===== config.mk =====
export PLATFORM = sky130hd
export DESIGN_NAME = pipeline_hazard_controller
export DESIGN_NICKNAME = d
export VERILOG_FILES = /design/src/rtl/pipeline_hazard_controller.sv
export SDC_FILE = /design/constraint.sdc
export NUM_CORES = 1
export LEC_CHECK = 0
export BUFFER_PORTS_ARGS = -buffer_cell sky130_fd_sc_hd__buf_2
export CORE_UTILIZATION = 55
export CTS_CLUSTER_DIAMETER = 120
export DETAILED_ROUTE_END_ITERATION = 10
export GPL_TIMING_DRIVEN = 0
export PLACE_DENSITY = 0.95
export SETUP_SLACK_MARGIN = 0.3
export SLEW_MARGIN = 20
export SYNTH_ARGS = -nofsm -noshare
export SYNTH_HDL_FRONTEND = slang
export SYNTH_SLANG_ARGS = --single-unit

===== constraint.sdc =====
create_clock -name clk -period 4 [get_ports clk]
set_input_delay 0 -clock clk [delete_from_list [all_inputs] [get_ports clk]]
set_output_delay 0 -clock clk [all_outputs]
set_load 0.02 [all_outputs]

===== src/rtl/pipeline_hazard_controller.sv =====
// -----------------------------------------------------------------------------
// pipeline_hazard_controller
//   Hazard control for the 5-stage core. Produces the stall / flush / enable
//   signals that gate the inter-stage pipeline registers and the execute-stage
//   forwarding selects. Handles load-use stalls, taken branch/jump flushes,
//   data-memory wait freezes and a one-cycle boot flush after reset that
//   scrubs pipeline registers which have no reset of their own.
//   Saturating event counters are kept for performance debug.
//
// Parameters
//   CNT_W     width of each saturating event counter
//   MAX_WAIT  memory wait cycles before MemTimeout is raised
//
// Ports
//   clk, rst_n              clock (rising edge), async active-low reset
//   Rs1D, Rs2D              source registers of the Decode instruction
//   Rs1E, Rs2E, RdE         source/destination registers in Execute
//   ResultSrcE              2'b01 marks a load in Execute
//   PCSrcE                  taken branch/jump resolved in Execute
//   RegWriteM/RdM           Memory-stage writeback info
//   RegWriteW/RdW           Writeback-stage writeback info
//   MemReqM, MemReadyM      data memory request / completion
//   StallF, StallD          hold PC / F->D register
//   FlushD, FlushE          bubble F->D / D->E register
//   EnE, EnM, EnW           enables for D->E, E->M, M->W registers
//   ForwardAE, ForwardBE    00 regfile, 01 ResultW, 10 ALUResultM
//   MemTimeout              sticky memory-wait timeout flag
//   LwStallCnt, MemWaitCnt, FlushCnt   saturating event counters
// -----------------------------------------------------------------------------
module pipeline_hazard_controller #(
    parameter int CNT_W    = 16,
    parameter int MAX_WAIT = 64
) (
    input  logic             clk,
    input  logic             rst_n,
    input  logic [4:0]       Rs1D,
    input  logic [4:0]       Rs2D,
    input  logic [4:0]       Rs1E,
    input  logic [4:0]       Rs2E,
    input  logic [4:0]       RdE,
    input  logic [1:0]       ResultSrcE,
    input  logic             PCSrcE,
    input  logic             RegWriteM,
    input  logic [4:0]       RdM,
    input  logic             RegWriteW,
    input  logic [4:0]       RdW,
    input  logic             MemReqM,
    input  logic             MemReadyM,
    output logic             StallF,
    output logic             StallD,
    output logic             FlushD,
    output logic             FlushE,
    output logic             EnE,
    output logic             EnM,
    output logic             EnW,
    output logic [1:0]       ForwardAE,
    output logic [1:0]       ForwardBE,
    output logic             MemTimeout,
    output logic [CNT_W-1:0] LwStallCnt,
    output logic [CNT_W-1:0] MemWaitCnt,
    output logic [CNT_W-1:0] FlushCnt
);

    localparam int                WAIT_W   = $clog2(MAX_WAIT + 1);
    localparam logic [WAIT_W-1:0] WAIT_MAX = WAIT_W'(MAX_WAIT);
    localparam logic [CNT_W-1:0]  CNT_SAT  = {CNT_W{1'b1}};

    typedef enum logic [0:0] {
        ST_RUN      = 1'b0,
        ST_MEM_WAIT = 1'b1
    } state_t;

    // Forward select for one execute operand; M has priority over W (younger result).
    function automatic logic [1:0] fwd_sel(input logic [4:0] rs,
                                           input logic       reg_write_m,
                                           input logic [4:0] rd_m,
                                           input logic       reg_write_w,
                                           input logic [4:0] rd_w);
        logic [1:0] sel;
        if (reg_write_m && (rd_m != 5'd0) && (rd_m == rs)) begin
            sel = 2'b10;
        end else if (reg_write_w && (rd_w != 5'd0) && (rd_w == rs)) begin
            sel = 2'b01;
        end else begin
            sel = 2'b00;
        end
        return sel;
    endfunction

    // Saturating increment: sticks at all-ones instead of wrapping.
    function automatic logic [CNT_W-1:0] sat_inc(input logic [CNT_W-1:0] cnt,
                                                 input logic             ev);
        logic [CNT_W-1:0] nxt;
        if (ev && (cnt != CNT_SAT)) begin
            nxt = cnt + CNT_W'(1);
        end else begin
            nxt = cnt;
        end
        return nxt;
    endfunction

    state_t            state_r, state_s;
    logic [WAIT_W-1:0] wait_cnt_r, wait_cnt_s;
    logic              boot_r;
    logic              mem_timeout_r, mem_timeout_s;
    logic [CNT_W-1:0]  lw_cnt_r, mw_cnt_r, fl_cnt_r;

    logic freeze_s, lw_stall_s;
    logic stall_f_s, stall_d_s, flush_d_s, flush_e_s, en_s;
    logic ev_lw_s, ev_wait_s, ev_flush_s;

    assign freeze_s   = MemReqM & ~MemReadyM;
    assign lw_stall_s = (ResultSrcE == 2'b01) && (RdE != 5'd0) &&
                        ((RdE == Rs1D) || (RdE == Rs2D));

    // Prioritised stall/flush/enable decode; boot (also asserted during reset) overrides all.
    always_comb begin
        stall_f_s  = 1'b0;
        stall_d_s  = 1'b0;
        flush_d_s  = 1'b0;
        flush_e_s  = 1'b0;
        en_s       = 1'b1;
        ev_lw_s    = 1'b0;
        ev_wait_s  = 1'b0;
        ev_flush_s = 1'b0;
        if (boot_r) begin
            flush_d_s = 1'b1;
            flush_e_s = 1'b1;
        end else if (freeze_s) begin
            // Whole pipe holds; a pending branch or load-use is replayed after release.
            stall_f_s = 1'b1;
            stall_d_s = 1'b1;
            en_s      = 1'b0;
            ev_wait_s = 1'b1;
        end else if (PCSrcE) begin
            // Decode instruction is discarded, so any load-use on it is irrelevant.
            flush_d_s  = 1'b1;
            flush_e_s  = 1'b1;
            ev_flush_s = 1'b1;
        end else if (lw_stall_s) begin
            stall_f_s = 1'b1;
            stall_d_s = 1'b1;
            flush_e_s = 1'b1;
            ev_lw_s   = 1'b1;
        end else begin
            en_s = 1'b1;
        end
    end

    // Memory-wait FSM next state, wait counter and sticky timeout.
    always_comb begin
        state_s       = state_r;
        wait_cnt_s    = wait_cnt_r;
        mem_timeout_s = mem_timeout_r;
        case (state_r)
            ST_RUN: begin
                if (freeze_s) begin
                    state_s    = ST_MEM_WAIT;
                    wait_cnt_s = WAIT_W'(1);
                end else begin
                    state_s = ST_RUN;
                end
            end
            ST_MEM_WAIT: begin
                if (wait_cnt_r == WAIT_MAX) begin
                    mem_timeout_s = 1'b1;
                end else begin
                    mem_timeout_s = mem_timeout_r;
                end
                if (MemReadyM) begin
                    state_s = ST_RUN;
                end else if (wait_cnt_r != WAIT_MAX) begin
                    wait_cnt_s = wait_cnt_r + WAIT_W'(1);
                end else begin
                    wait_cnt_s = wait_cnt_r;
                end
            end
            default: begin
                state_s    = ST_RUN;
                wait_cnt_s = '0;
            end
        endcase
    end

    // State, boot flag, timeout and event counters.
    always_ff @(posedge clk or negedge rst_n) begin
        if (!rst_n) begin
            state_r       <= ST_RUN;
            wait_cnt_r    <= '0;
            boot_r        <= 1'b1;
            mem_timeout_r <= 1'b0;
            lw_cnt_r      <= '0;
            mw_cnt_r      <= '0;
            fl_cnt_r      <= '0;
        end else begin
            state_r       <= state_s;
            wait_cnt_r    <= wait_cnt_s;
            boot_r        <= 1'b0;
            mem_timeout_r <= mem_timeout_s;
            lw_cnt_r      <= sat_inc(lw_cnt_r, ev_lw_s);
            mw_cnt_r      <= sat_inc(mw_cnt_r, ev_wait_s);
            fl_cnt_r      <= sat_inc(fl_cnt_r, ev_flush_s);
        end
    end

    assign StallF     = stall_f_s;
    assign StallD     = stall_d_s;
    assign FlushD     = flush_d_s;
    assign FlushE     = flush_e_s;
    assign EnE        = en_s;
    assign EnM        = en_s;
    assign EnW        = en_s;
    assign ForwardAE  = fwd_sel(Rs1E, RegWriteM, RdM, RegWriteW, RdW);
    assign ForwardBE  = fwd_sel(Rs2E, RegWriteM, RdM, RegWriteW, RdW);
    assign MemTimeout = mem_timeout_r;
    assign LwStallCnt = lw_cnt_r;
    assign MemWaitCnt = mw_cnt_r;
    assign FlushCnt   = fl_cnt_r;

endmodule


Word-level counts from Yosys, hierarchy flattened
Index checks and enable logic that the tools add are counted.
Operators by class
  $add $sub $neg: 4
  equal/unequal tests: 15
  muxes and demuxes: 27
  bitwise operators: 3
  reductions and logical operators: 17
Operator list (number)
  $add A16 B1 Y16 const B: 3
  $ne A16 B16 Y1 const B: 3
  $eq A5 B5 Y1: 6
  $mux W7: 3
  $mux W1: 20
  $reduce_bool A5 Y1: 3
  $pmux W7 S2: 1
  $logic_and A1 B1 Y1: 11
  $add A7 B1 Y7 const B: 1
  $eq A7 B7 Y1 const B: 1
  $ne A7 B7 Y1 const B: 1
  $mux W2: 2
  $ne A2 B2 Y1 const B: 2
  $reduce_and A3 Y1: 1
  $eq A2 B1 Y1 const B: 1
  $ne A2 B1 Y1 const B: 1
  $not A1 Y1: 2
  $pmux W1 S2: 1
  $reduce_and A2 Y1: 1
  $and A1 B1 Y1: 1
  $logic_or A1 B1 Y1: 1
Word-level totals
  flip-flop bits (word level): 58
  bits of input ports: 44
  output and inout port bits: 60
  logic and storage cells: 73

Logic depth before layout (Yosys ltp)
  word-level depth: 8
  gate-level depth with buffers: 7
  gate-level depth less buffers: 7

Worst setup path before layout
OpenSTA, ideal clock, no wires.
  kind: register to register
  start: register fl_cnt_r[0], in the netlist FlushCnt[0]
  end: register fl_cnt_r[1], in the netlist FlushCnt[1]
  library setup time: 125 ps
  data arrival time: 1718 ps
  data required time: 3875 ps
  path slack: 2157 ps
  stages on the path, launching flop included: 6
  buffers on the path: 0
  period minus slack after synthesis: 1843 ps
  path through: dfrtp_1 > ha_1 > nand2_1 > nor3_1 > a31oi_1 > mux2_2
Between the ends
  cells in the longest elaborated chain, start to end: 2
  elaborated cells on any way between the ends: 3
  those cells by class: add/sub (1); eq/ne (1); reduce/logical (1)
Ends and longest elaborated chain
  start, declared: line 106  | logic [CNT_W-1:0] lw_cnt_r, mw_cnt_r, fl_cnt_r;
  start signal, assigned: line 202  | fl_cnt_r <= sat_inc(fl_cnt_r, ev_flush_s);
  branches (longest 2 deep; another with $add A16 B1 Y16)
Parallel ways; which one is timed is not known.
A chain may end at the register's enable or synchronous reset.

Worst setup path in the final report
Ends and elaborated chain as after synthesis.

==> metrics <==
post-DP HPWL=about 5.9 mm; Synth Cell Area=between 3000 and 4000 um2; Max IR drop VDD=approximately 0.27 mV; Slowest-stage cell, CP=a31oi_1; largest net degree at the start of global routing=59; area taken by multi-input logic gates=1790 um2; mean post-synth cell area=10.4 um2; Seq cells post-synth=58; GR Overflow Total=0; Peak Freq=between 0.4 and 0.5 GHz; YS warnings=0; post-route clock skew=9.39 ps; Least-Margin Pin Slew=a little over 700 ps; post-route antenna net violation count=0; post-synthesis net count=about 370; wire per inst=about 15 um; Tmin final=about 2000 ps; Seq/Total Area, Yosys=44.0%; initial antenna violation count=0; Setup crit end kind=flop; clk_lat worst skew=roughly 340 ps; synth cell count leaders=57 x dfrtp_1, 44 x xnor2_1, 29 x xor2_1, 26 x nor2_1, 22 x nand3_1; Synth-to-Final Area Change=26.3%; outcome=finished, final reports clean; Area contributors post-synth=dfrtp_1 43%, xnor2_1 12%, xor2_1 7.7%; CP Max Fanout=7; final setup fails=0; DRT Pass-1 Iters=4; Power Dens Cells=approximately 430 nW/um2; Port Buf Inserts=between 100 and 150; Arrival @ worst endpoint=approximately 2200 ps; distinct cell type count after synthesis=53; WS Path Type=reg -> reg; cts repair resizes=0; clk buf depth=2; Layout fillers=414; Max-Slew Margin vs Limit=between 50% and 60%; Post-synth ARST share=100%; HP Class=in -> reg; Die Ht=just under 80 um; Sink Count=just under 60; routed vias=~2,900; area leader, netlist=dfrtp_1; GRT Overall Usage=26.5%; Fin. Hold Viols=0; die area=6320 um2; CP cell instances=ha_1, nand2_1, nor3_1, a31oi_1, mux2_2; unrepaired setup endpoints after global routing=false; setup TNS=0 ps; LEAKAGE=roughly 2.0 nW; Min Hold Slack=roughly 30 ps; number of max-cap violations=0; GPL Wtd Cong=between 0.8 and 0.9; top_reg_cell synth=dfrtp_1; FF+latch area=~1500 um2; final net count=approximately 480; most numerous cell in the Yosys netlist=dfrtp_1; crit start category=flop; Antenna Cells=0; CTS tree=done; DR iter-0 viols=98; Reg clk slew, reported paths=70 ps; number of flops mapped to enable cells by yosys=0; Initial Util=about three fifths; Slew Viols, Final=0; Core Box Area=about 5600 um2; CTS root buf=clkbuf_8; Num CTS Buffers=9; Req. time, crit path=4220 ps; Max stage delay on crit path=540 ps; WL final=slightly below 8 mm; DRC=0; H-tree depth=3; Synth top area share=43.2%; Die Width=around 80 um; # IOs=104; first-pass GRT wire length=between 10 and 15 mm; Tcrit/Tclk final=50.2%; vias in the first global route=2,871; vias per cell=5.68; cell count after synthesis=roughly 320; share of cells above drive strength 1=~33%; Core Rows=27
[metal layers]
layer  wire (um)  GRT usage, %
met2        3970          46.4
met4         235          12.2
met3         450          6.74
met1        3070          29.9
met5           0             0
[worst max-delay path, delay by kind of cell, from the launching register on]
| kind | cells | cell delay (ps) |
|---|---|---|
| AO/OA/AOI/OAI | 1 | 540 |
| adder cells (fa/ha/maj) | 1 | 270 |
| flip-flops | 1 | 420 |
| multiplexers | 1 | 410 |
| AND/OR/NAND/NOR | 2 | 250 |
[timing repair]
item	CTS	global route
hold endpoints to repair	57	0
buffers inserted	0	0
hold buffers	1	0
[kinds of logic after synthesis]
family | after synthesis | share of synthesized area, %
other cells | 1 | 0.114
buf+inv | 13 | 1.89
flops | 58 | 44.0
mux | 5 | 1.71
simple gates | 138 | 25.6
fa+ha+maj | 5 | 1.89
xor+xnor | 73 | 19.4
compound gates | 26 | 5.46
[cell type report]
class                      count  share of cell area (%)
buffer                         5                   0.780
clock buffer                  11                    3.63
clock inverter                 5                    2.40
inverter                       8                   0.720
multi-input combinational    248                    42.8
sequential                    58                    34.8
tap                           72                    2.16
timing repair buffer         104                    12.7
[cell usage in the layout, fill, tap and decap left out, types with 11 or more instances in the layout]
cell type / n
xor2_1: 29
buf_2: 104
xnor2_1: 44
nor2_1: 26
dfrtp_1: 57
nand2_1: 18
clkbuf_8: 11
nand3_1: 22
nand4_1: 16
[sequential cells by signal, indices dropped and copies added, names as in the netlist]
signal      flops
FlushCnt       16
LwStallCnt     16
MemTimeout      1
MemWaitCnt     16
boot_r          1
state_r         1
wait_cnt_r      7
[report_power, final]
part           total [mW]  switching, mW  internal (mW)
clock network       0.684          0.238          0.446
logic               0.364          0.214          0.150
registers           0.741         0.0911          0.650
[through the flow]
step                      worst slack, ps  cell area [um2]  std cells  power [mW]  util (%)
after floorplan                      2160             3300        319       0.955         -
after global placement               2080             3910        494        1.09      69.3
after detailed placement             2060             3910        494        1.11      69.3
after CTS                            2020             4170        511        1.80      73.9
after global routing                 1920             4170        511        1.87      73.9
final                                1990             4170        511        1.79      73.9
[final timing paths]
| check | startpoint | endpoint | slack (ps) | cells after the start |
|---|---|---|---|---|
| hold / removal | MemReqM | state_r | 30 | 3 |
| min in group asynchronous | rst_n | MemWaitCnt[9] | 250 | 2 |
| setup reg to reg | FlushCnt[0] | FlushCnt[1] | 1990 | 5 |
| hold reg to reg | MemTimeout | MemTimeout | 480 | 1 |
| max in group asynchronous | rst_n | FlushCnt[5] | 3260 | 2 |
| setup / recovery | FlushCnt[0] | FlushCnt[1] | 1990 | 5 |
No activity file was read; power rests on OpenSTA's default activity.
